===== src/rtl/mul_result_fifo.sv =====
// First-word-fall-through result/flag buffer between the multiplier and writeback.
// Define MUL_FIFO_STICKY_FLAGS_EN to build the sticky exception-flag accumulator.
module mul_result_fifo #(
  parameter int bus   = 4,
  parameter int depth = 4
) (
  input  logic                     clk,
  input  logic                     rst,
  input  logic                     in_valid,
  output logic                     in_ready,
  input  logic [bus-1:0]           result,
  input  logic                     overflow,
  input  logic                     zero,
  input  logic                     negative,
  input  logic                     carry_out,
  output logic                     out_valid,
  input  logic                     out_ready,
  output logic [bus-1:0]           out_result,
  output logic [3:0]               out_flags,
  output logic [$clog2(depth):0]   count,
  input  logic                     clear_sticky,
  output logic [3:0]               sticky_flags
);

  localparam int AW = $clog2(depth);
  localparam int CW = AW + 1;
  localparam int EW = bus + 4;

  logic [EW-1:0] mem_q [depth];
  logic [AW-1:0] wr_ptr_q, wr_ptr_d;
  logic [AW-1:0] rd_ptr_q, rd_ptr_d;
  logic [CW-1:0] count_q, count_d;

  logic          push_s;
  logic          pop_s;
  logic [3:0]    in_flags_s;
  logic [EW-1:0] head_s;

  assign in_flags_s = {overflow, zero, negative, carry_out};

  // in_ready deliberately ignores out_ready: a full FIFO never accepts on a same-cycle pop.
  assign in_ready  = !rst && (count_q < CW'(depth));
  assign out_valid = (count_q != {CW{1'b0}});
  assign push_s    = in_valid && in_ready;
  assign pop_s     = out_valid && out_ready && !rst;

  assign head_s     = mem_q[rd_ptr_q];
  assign out_result = out_valid ? head_s[EW-1:4] : {bus{1'b0}};
  assign out_flags  = out_valid ? head_s[3:0]    : 4'b0000;
  assign count      = count_q;

  always_comb begin
    wr_ptr_d = wr_ptr_q;
    rd_ptr_d = rd_ptr_q;
    count_d  = count_q;
    if (push_s) begin
      wr_ptr_d = wr_ptr_q + AW'(1);
    end else begin
      wr_ptr_d = wr_ptr_q;
    end
    if (pop_s) begin
      rd_ptr_d = rd_ptr_q + AW'(1);
    end else begin
      rd_ptr_d = rd_ptr_q;
    end
    if (push_s && !pop_s) begin
      count_d = count_q + CW'(1);
    end else if (!push_s && pop_s) begin
      count_d = count_q - CW'(1);
    end else begin
      count_d = count_q;
    end
  end

  always_ff @(posedge clk) begin
    if (rst) begin
      wr_ptr_q <= {AW{1'b0}};
      rd_ptr_q <= {AW{1'b0}};
      count_q  <= {CW{1'b0}};
    end else begin
      wr_ptr_q <= wr_ptr_d;
      rd_ptr_q <= rd_ptr_d;
      count_q  <= count_d;
    end
  end

  // Storage is intentionally left uninitialised by reset; count gates visibility.
  always_ff @(posedge clk) begin
    if (push_s) begin
      mem_q[wr_ptr_q] <= {result, in_flags_s};
    end
  end

`ifdef MUL_FIFO_STICKY_FLAGS_EN
  logic [3:0] sticky_q, sticky_d;

  always_comb begin
    sticky_d = sticky_q;
    if (clear_sticky && push_s) begin
      sticky_d = in_flags_s;
    end else if (clear_sticky) begin
      sticky_d = 4'b0000;
    end else if (push_s) begin
      sticky_d = sticky_q | in_flags_s;
    end else begin
      sticky_d = sticky_q;
    end
  end

  always_ff @(posedge clk) begin
    if (rst) begin
      sticky_q <= 4'b0000;
    end else begin
      sticky_q <= sticky_d;
    end
  end

  assign sticky_flags = sticky_q;
`else
  logic unused_clear_sticky_s;
  assign unused_clear_sticky_s = clear_sticky;
  assign sticky_flags          = 4'b0000;
`endif

endmodule


===== config.mk =====
export PLATFORM = sky130hd
export DESIGN_NAME = mul_result_fifo
export DESIGN_NICKNAME = d
export VERILOG_FILES = /design/src/rtl/mul_result_fifo.sv
export SDC_FILE = /design/constraint.sdc
export NUM_CORES = 1
export LEC_CHECK = 0
export BUFFER_PORTS_ARGS = -buffer_cell sky130_fd_sc_hd__buf_2
export CORE_MARGIN = 4
export CORE_UTILIZATION = 35
export CTS_BUF_LIST = sky130_fd_sc_hd__clkbuf_8
export DETAILED_ROUTE_END_ITERATION = 12
export PLACE_DENSITY_LB_ADDON = 0.12
export SKIP_CTS_REPAIR_TIMING = 1
export SYNTH_ARGS = -nofsm -noshare
export SYNTH_HDL_FRONTEND = slang
export SYNTH_SLANG_ARGS = --single-unit

===== constraint.sdc =====
create_clock -name clk -period 4.7 [get_ports clk]
set_clock_uncertainty 0.2 [all_clocks]
set_input_delay 0.94 -clock clk [delete_from_list [all_inputs] [get_ports clk]]
set_output_delay 0.94 -clock clk [all_outputs]
set_load 0.05 [all_outputs]

==> results by group, run 1 <==
Status
  – Status: finished clean

Floorplan
  – Core Box Area: 4750 µm²
  – Starting density of the core: 0.362
  – Cell Rows: 25
  – Die X: ~80 µm
  – Die area: around 6100 µm²
  – IO Pins: 30
  – Die height: 78.2 µm

STA
  – Max Fclk: about 320 MHz
  – Final hold vios: 0
  – RSZ-0062 raised after global routing: false
  – Hold_ws: 323 ps
  – Minimum clock period after layout: about 3100 ps
  – Worst-Margin Slew: a little under 1000 ps
  – Slew Viols, Final: 0
  – Final Setup Violations: 0
  – Setup_tns: 0 ps
  – Worst rel slew slack: 0.345
  – Final period util: 0.665

GRT
  – Global-route wire length before repair: a little over 5000 µm
  – Total GRT Usage: 0.113
  – Vias in the first global route: around 1k
  – Largest net degree at the start of global routing: 13
  – Initial antenna violation count: 0
  – Gr ovfl total: 0

Final layout
  – Post-route insts no fill: between 150 and 200
  – NumNets Final: roughly 150
  – # diodes: 0
  – Proportion of layout cells with a drive suffix above 1: 0.336
  – Layout area overhead: 16.2%

Route
  – Vias/cell: approximately 4.4
  – DRT iter0 DRCs: 27
  – # DRC: 0
  – Routed WL per cell: roughly 15 µm
  – Post-DRT Antenna Nets: 0
  – Drt pass-1 iters: 4
  – Detailed Route WL: between 3000 and 4000 µm
  – Routed via count: 881

Clocking
  – H-tree levels: 2
  – Root buf cell: clkbuf_8
  – Clock sink total: ~40
  – CTS Buffer Depth: 2
  – Worst skew pair latency: 290 ps
  – Clk slew on worst S/H paths: 80 ps
  – Num CTS Buffers: 5
  – CTS tree: done

Synth
  – Synth cell types: 27
  – Commonest cells in the netlist: edfxtp_1 (32), dfxtp_1 (9), mux4_2 (8), nor2_1 (6), nor2b_1 (6)
  – Avg Cell Area, Syn: approximately 17 µm²
  – Post-synth EDFFs: 32
  – Cell area after synthesis: approximately 1700 µm²
  – Async SR Flop Fraction: 0
  – Register area share after synthesis: 0.662
  – Flops & latches, synth: slightly above 40
  – Yosys synthesis warning count: 0
  – Cell taking the most area after synthesis: edfxtp_1
  – Most used DFF post-synth: edfxtp_1
  – Most instantiated library cell after synthesis: edfxtp_1
  – Mapped Cells: 104
  – Synth top area share: 0.558
  – Top area cells in the synthesized netlist: edfxtp_1 (56%), dfxtp_1 (10%), mux4_2 (10%)

Min path
  – Hold_sp: rd_ptr_q[1]
  – Worst Hold Class: reg2reg

Critical path
  – Startpoint Class: flip-flop
  – Reg2reg setup slack: about 2300 ps
  – Req. time, crit path: roughly 3600 ps
  – Crit path capture: out_result[0]
  – Reg2Reg Launch Point: count[0]
  – Worst setup path class: reg2out
  – Arr. time, crit path: around 2000 ps
  – Worst Path Max Fanout: 8
  – R2r endpoint: count[2]
  – Reg2Reg Depth: 8
  – Crit. End Element: primary output

Power
  – Total power: 0.00127 W
  – Reg power frac: 0.379
  – Internal power: about 0.00076 W
  – Maximum vdd drop: between 0.2 and 0.25 mV
  – Clk pwr share: 0.227
  – Leak Pwr: ~0.74 nW
  – PwrDens: around 640 nW/µm²
  – Sw frac: 0.404
  – Comb power frac: 0.393
  – NetSw: slightly above 0.0005 W

Place
  – DP Wirelength: a little over 2000 µm
  – GPL Wtd Cong: 0.683
  – I/O Buffers: 24
  – Placed Cells: 190

Run
  – Max Cap Viol: 0
[sequential cells by signal, indices dropped and copies added, names as in the netlist, named ones only]
name      flops
wr_ptr_q      2
count         3
rd_ptr_q      2
mem_q        32
[cells in the final DEF, fill, tap and decap left out, types with 3 or more instances in the layout]
cell type  count
and2_1         4
buf_2         24
clkbuf_8       6
conb_1         4
dfxtp_1        9
edfxtp_1      32
ha_1           5
inv_1          5
mux4_2         8
nor2_1         6
nor2b_1        6
xor2_1         3
[critical path, stage by stage (launching register included)]
cell and delay [ps]:
dfxtp_1 700, mux4_2 560, nor2b_1 160, buf_2 270
[how the worst min path moves through the flow]
| stage | to | slack, ps | depth (start not counted) |
|---|---|---|---|
| after floorplan | flip-flop | 260 | 2 |
| after global placement | rd_ptr_q[1] | 270 | 2 |
| after detailed placement | flip-flop | 330 | 2 |
| after CTS | flip-flop | 330 | 2 |
| after global routing | flip-flop | 370 | 2 |
| final | flip-flop | 320 | 2 |
[metal layers]
| layer | share of wire | vias up | track usage |
|---|---|---|---|
| met5 | 0 | - | 0 |
| met4 | 0.025 | 0 | 0.0629 |
| met3 | 0.056 | 8 | 0.0275 |
| met2 | 0.50 | 25 | 0.184 |
| met1 | 0.42 | 429 | 0.137 |
| li1 | - | 419 | - |
[final cells by class]
class / count / area (µm²)
fillers: 457 / 2750
multi-input cells: 54 / 526
flip-flops and latches: 41 / 1140
repair buffers: 24 / 120
clock buffers: 6 / 82.6
inverters: 4 / 15.0
clock inverters: 2 / 33.8
well taps: 67 / 83.8
[through the flow]
stage | cell area (µm²) | utilization | setup slack [ps]
global route | 2000 | 0.421 | 1450
finish | 2000 | 0.421 | 1570
detailed placement | 1890 | 0.397 | 1690
global placement | 1890 | 0.397 | 1740
CTS | 2000 | 0.421 | 1510
floorplan | 1730 | - | 1780
[kinds of logic (layout without fill, tap and decap cells)]
| family | after synthesis | count (layout) | synth area share |
|---|---|---|---|
| AOI/OAI and AO/OA | 6 | 6 | 0.0203 |
| xor gates and xnor gates | 4 | 4 | 0.0203 |
| adders and majority gates | 6 | 6 | 0.0479 |
| buffers and inverters | 12 | 36 | 0.0421 |
| DFF | 41 | 41 | 0.662 |
| muxes | 9 | 9 | 0.110 |
| other | 1 | 4 | 0.00218 |
| and+or+nand+nor | 25 | 25 | 0.0944 |
[power groups by stage]
stage / logic (W) / clock network (W) / registers [W]
floorplan: 0.000403 / 0 / 0.000498
global placement: 0.000497 / 0 / 0.000491
detailed placement: 0.000507 / 0 / 0.000494
CTS: 0.000508 / 0.000296 / 0.000486
global route: 0.000533 / 0.000312 / 0.000495
finish: 0.000500 / 0.000289 / 0.000482
No activity file was read; power rests on OpenSTA's default activity.
==> run 2, diff against run 1 <==
ABC_AREA = 1   (was not set)
clock period = 3.15 ns   (was 4.7 ns; I/O delays follow)
==> results by group, run 2 <==
GRT
  – Largest net degree at the start of global routing: 18 (+5)
  – Met2 usage: 0.208 (+0.0239)
  – Total GRT Usage: 0.118 (+0.00504)
  – Met3 Use GR: 0.0340 (+0.00649)
  – GR peak layer: met2
  – Initial antenna violation count: 0 (unchanged)
  – Global-route wire length before repair: 5510 µm (+8.3%)
  – Met1 usage: 0.128 (-0.00905)
  – Vias in the first global route: 1214 (+21%)
  – Gr ovfl total: 0 (unchanged)

Route
  – # DRC: 0 (unchanged)
  – Post-DRT Antenna Nets: 0 (unchanged)
  – DRT iter0 DRCs: 77 (+190%)
  – Drt pass-1 iters: 4 (unchanged)
  – Detailed Route WL: 3330 µm (+10%)
  – Routed WL per cell: 12.7 µm (-17%)
  – Routed via count: 1163 (+32%)
  – Vias/cell: 4.42 (-0.62%)

Power
  – Maximum vdd drop: 0.299 mV (+27%)
  – Total power: 0.00146 W (+15%)
  – Leak Pwr: 0.829 nW (+12%)
  – PwrDens: 717 nW/µm² (+13%)

Min path
  – Worst hold stages: 2 (unchanged)
  – Worst Hold Class: reg2reg
  – Hold_sp: rd_ptr_q[0]

Final layout
  – Design area: 2040 µm² (+1.9%)
  – FF/Latch Area: 1140 µm² (unchanged)
  – Post-route insts no fill: 263 (+33%)
  – # diodes: 0 (unchanged)
  – Layout area overhead: 16.3% (about the same)
  – Max reg flops: 32 (unchanged)
  – Largest register by flop count: mem_q
  – Most common cell after layout, fill and taps aside: nor2_1
  – Multi-input gate area: 490 µm² (-6.7%)
  – Most frequent cells in the layout: nor2_1 (45), edfxtp_1 (32), buf_2 (24), inv_1 (17), a21oi_1 (11)
  – NumNets Final: 214 (+44%)
  – Proportion of layout cells with a drive suffix above 1: 0.204 (-0.132)
  – Fill cell count: 467 (+2.2%)

Critical path
  – Req. time, crit path: 2320 ps (-1240 ps)
  – Worst setup path class: reg2out
  – Reg2reg setup slack: 1000 ps (-1320 ps)
  – Reg2Reg Depth: 14 (+6)
  – Startpoint Class: flip-flop
  – Worst Path Max Fanout: 17 (+9)
  – R2r endpoint: count[2]
  – Crit. End Element: primary output
  – Arr. time, crit path: 1830 ps (-160 ps)
  – Reg2Reg Launch Point: count[0]

STA
  – Setup_tns: 0 ps (unchanged)
  – Final Setup Violations: 0 (unchanged)
  – Worst rel slew slack: 0.581 (+0.236)
  – Slew Viols, Final: 0 (unchanged)
  – Minimum clock period after layout: approximately 2700 ps
  – Final period util: 0.845
  – RSZ-0062 raised after global routing: false
  – Final hold vios: 0 (unchanged)
  – Max Fclk: 376 MHz
  – Worst Setup Slack, final: 488 ps (-1080 ps)
  – Worst-Margin Slew: 628 ps (-349 ps)

Synth
  – Synth cell types: 18 (-33%)
  – Register area share after synthesis: 0.650 (-0.0123)
  – Commonest cells in the netlist: nor2_1 (45), edfxtp_1 (32), inv_1 (16), a21oi_1 (11)
  – Synth top area share: 0.547 (-0.0103)
  – Most instantiated library cell after synthesis: nor2_1
  – Post-synth EDFFs: 32 (unchanged)
  – Top area cells in the synthesized netlist: edfxtp_1 (55%), dfxtp_1 (10%), nor2_1 (9.6%)
  – Mapped Cells: 165 (+59%)
  – Yosys synthesis warning count: 0 (unchanged)
  – Flops & latches, synth: 41 (unchanged)
  – Avg Cell Area, Syn: 10.6 µm² (-36%)
  – Most used DFF post-synth: edfxtp_1
  – Cell area after synthesis: 1760 µm² (+1.9%)
  – Cell taking the most area after synthesis: edfxtp_1
  – Async SR Flop Fraction: 0 (unchanged)

Clocking
  – H-tree levels: 2 (unchanged)
  – CTS tree: done
  – CTS Buffer Depth: 2 (unchanged)
  – Clk slew on worst S/H paths: 70 ps (about the same)
  – Num CTS Buffers: 5 (unchanged)
  – Clock sink total: 41 (unchanged)
  – Worst skew pair latency: 280 ps (about the same)
  – Root buf cell: clkbuf_8

Floorplan
  – Core Box Area: 4790 µm² (+0.66%)
  – IO Pins: 30 (unchanged)
  – Cell Rows: 25 (unchanged)
  – Die X: 78.8 µm (+0.84%)
  – Die height: 78.8 µm (+0.84%)
  – Die area: 6210 µm² (+1.7%)
  – Starting density of the core: 0.367 (+0.00443)

Place
  – Placed Cells: 255 (+34%)
  – I/O Buffers: 24 (unchanged)
  – DP Wirelength: 2350 µm (+15%)
  – Pre-CTS setup slack: 754 ps (-933 ps)
  – Placed instance area: 1930 µm² (+2.5%)
  – GPL Wtd Cong: 0.704 (+3.1%)

Run
  – Max Cap Viol: 0 (unchanged)

Status
  – Status: finished clean
[run 2: logic make-up (layout without fill, tap and decap cells)]
logic type	count (synthesis)	count (layout)	share of synthesized area
buf+inv	26	54	0.0770
compound gates	31	31	0.0884
fa+ha+maj	6	6	0.0470
flops	41	41	0.650
other cells	1	4	0.00214
simple gates	60	60	0.135
[run 2: layout make-up]
cell class,count,area share
well taps,67,0.0411
clock inverters,3,0.0190
flip-flops and latches,41,0.559
multi-input cells,101,0.240
repair buffers,28,0.0736
inverters,18,0.0331
clock buffers,5,0.0337
[run 2: routing by layer]
| layer | wire [µm] | share of wire |
|---|---|---|
| met1 | 1380 | 0.42 |
| met2 | 1700 | 0.51 |
| met3 | 185 | 0.055 |
| met4 | 63 | 0.019 |
| met5 | 0 | 0 |
[run 2: worst max path at each step]
stage,slack (ps),depth (start not counted),to,startpoint
finish,490,4,out_flags[3],flip-flop
global route,280,4,out_result[1],flip-flop
CTS,420,4,out_result[2],flip-flop
detailed placement,750,4,out_result[2],flip-flop
global placement,760,4,out_result[2],flip-flop
floorplan,160,4,out_flags[0],count[0]
[run 2: power breakdown]
part	leakage [nW]	switching (W)	internal, W
Clock	0.0593	0.000164	0.000232
Sequential	0.364	0.0000329	0.000615
Combinational	0.405	0.000324	0.0000951
Total	0.829	0.000521	0.000941
[run 2: critical path, stage by stage, from the launching register on]
cell and delay, ps:
dfxtp_1 720, inv_2 280, o21ai_0 240, a21oi_1 90
buf_2 220
[run 2: per-stage QoR]
| step | hold slack (ps) | utilization |
|---|---|---|
| floorplan | 275 | - |
| global placement | 290 | 0.404 |
| detailed placement | 325 | 0.404 |
| CTS | 341 | 0.426 |
| global route | 341 | 0.426 |
| finish | 332 | 0.426 |
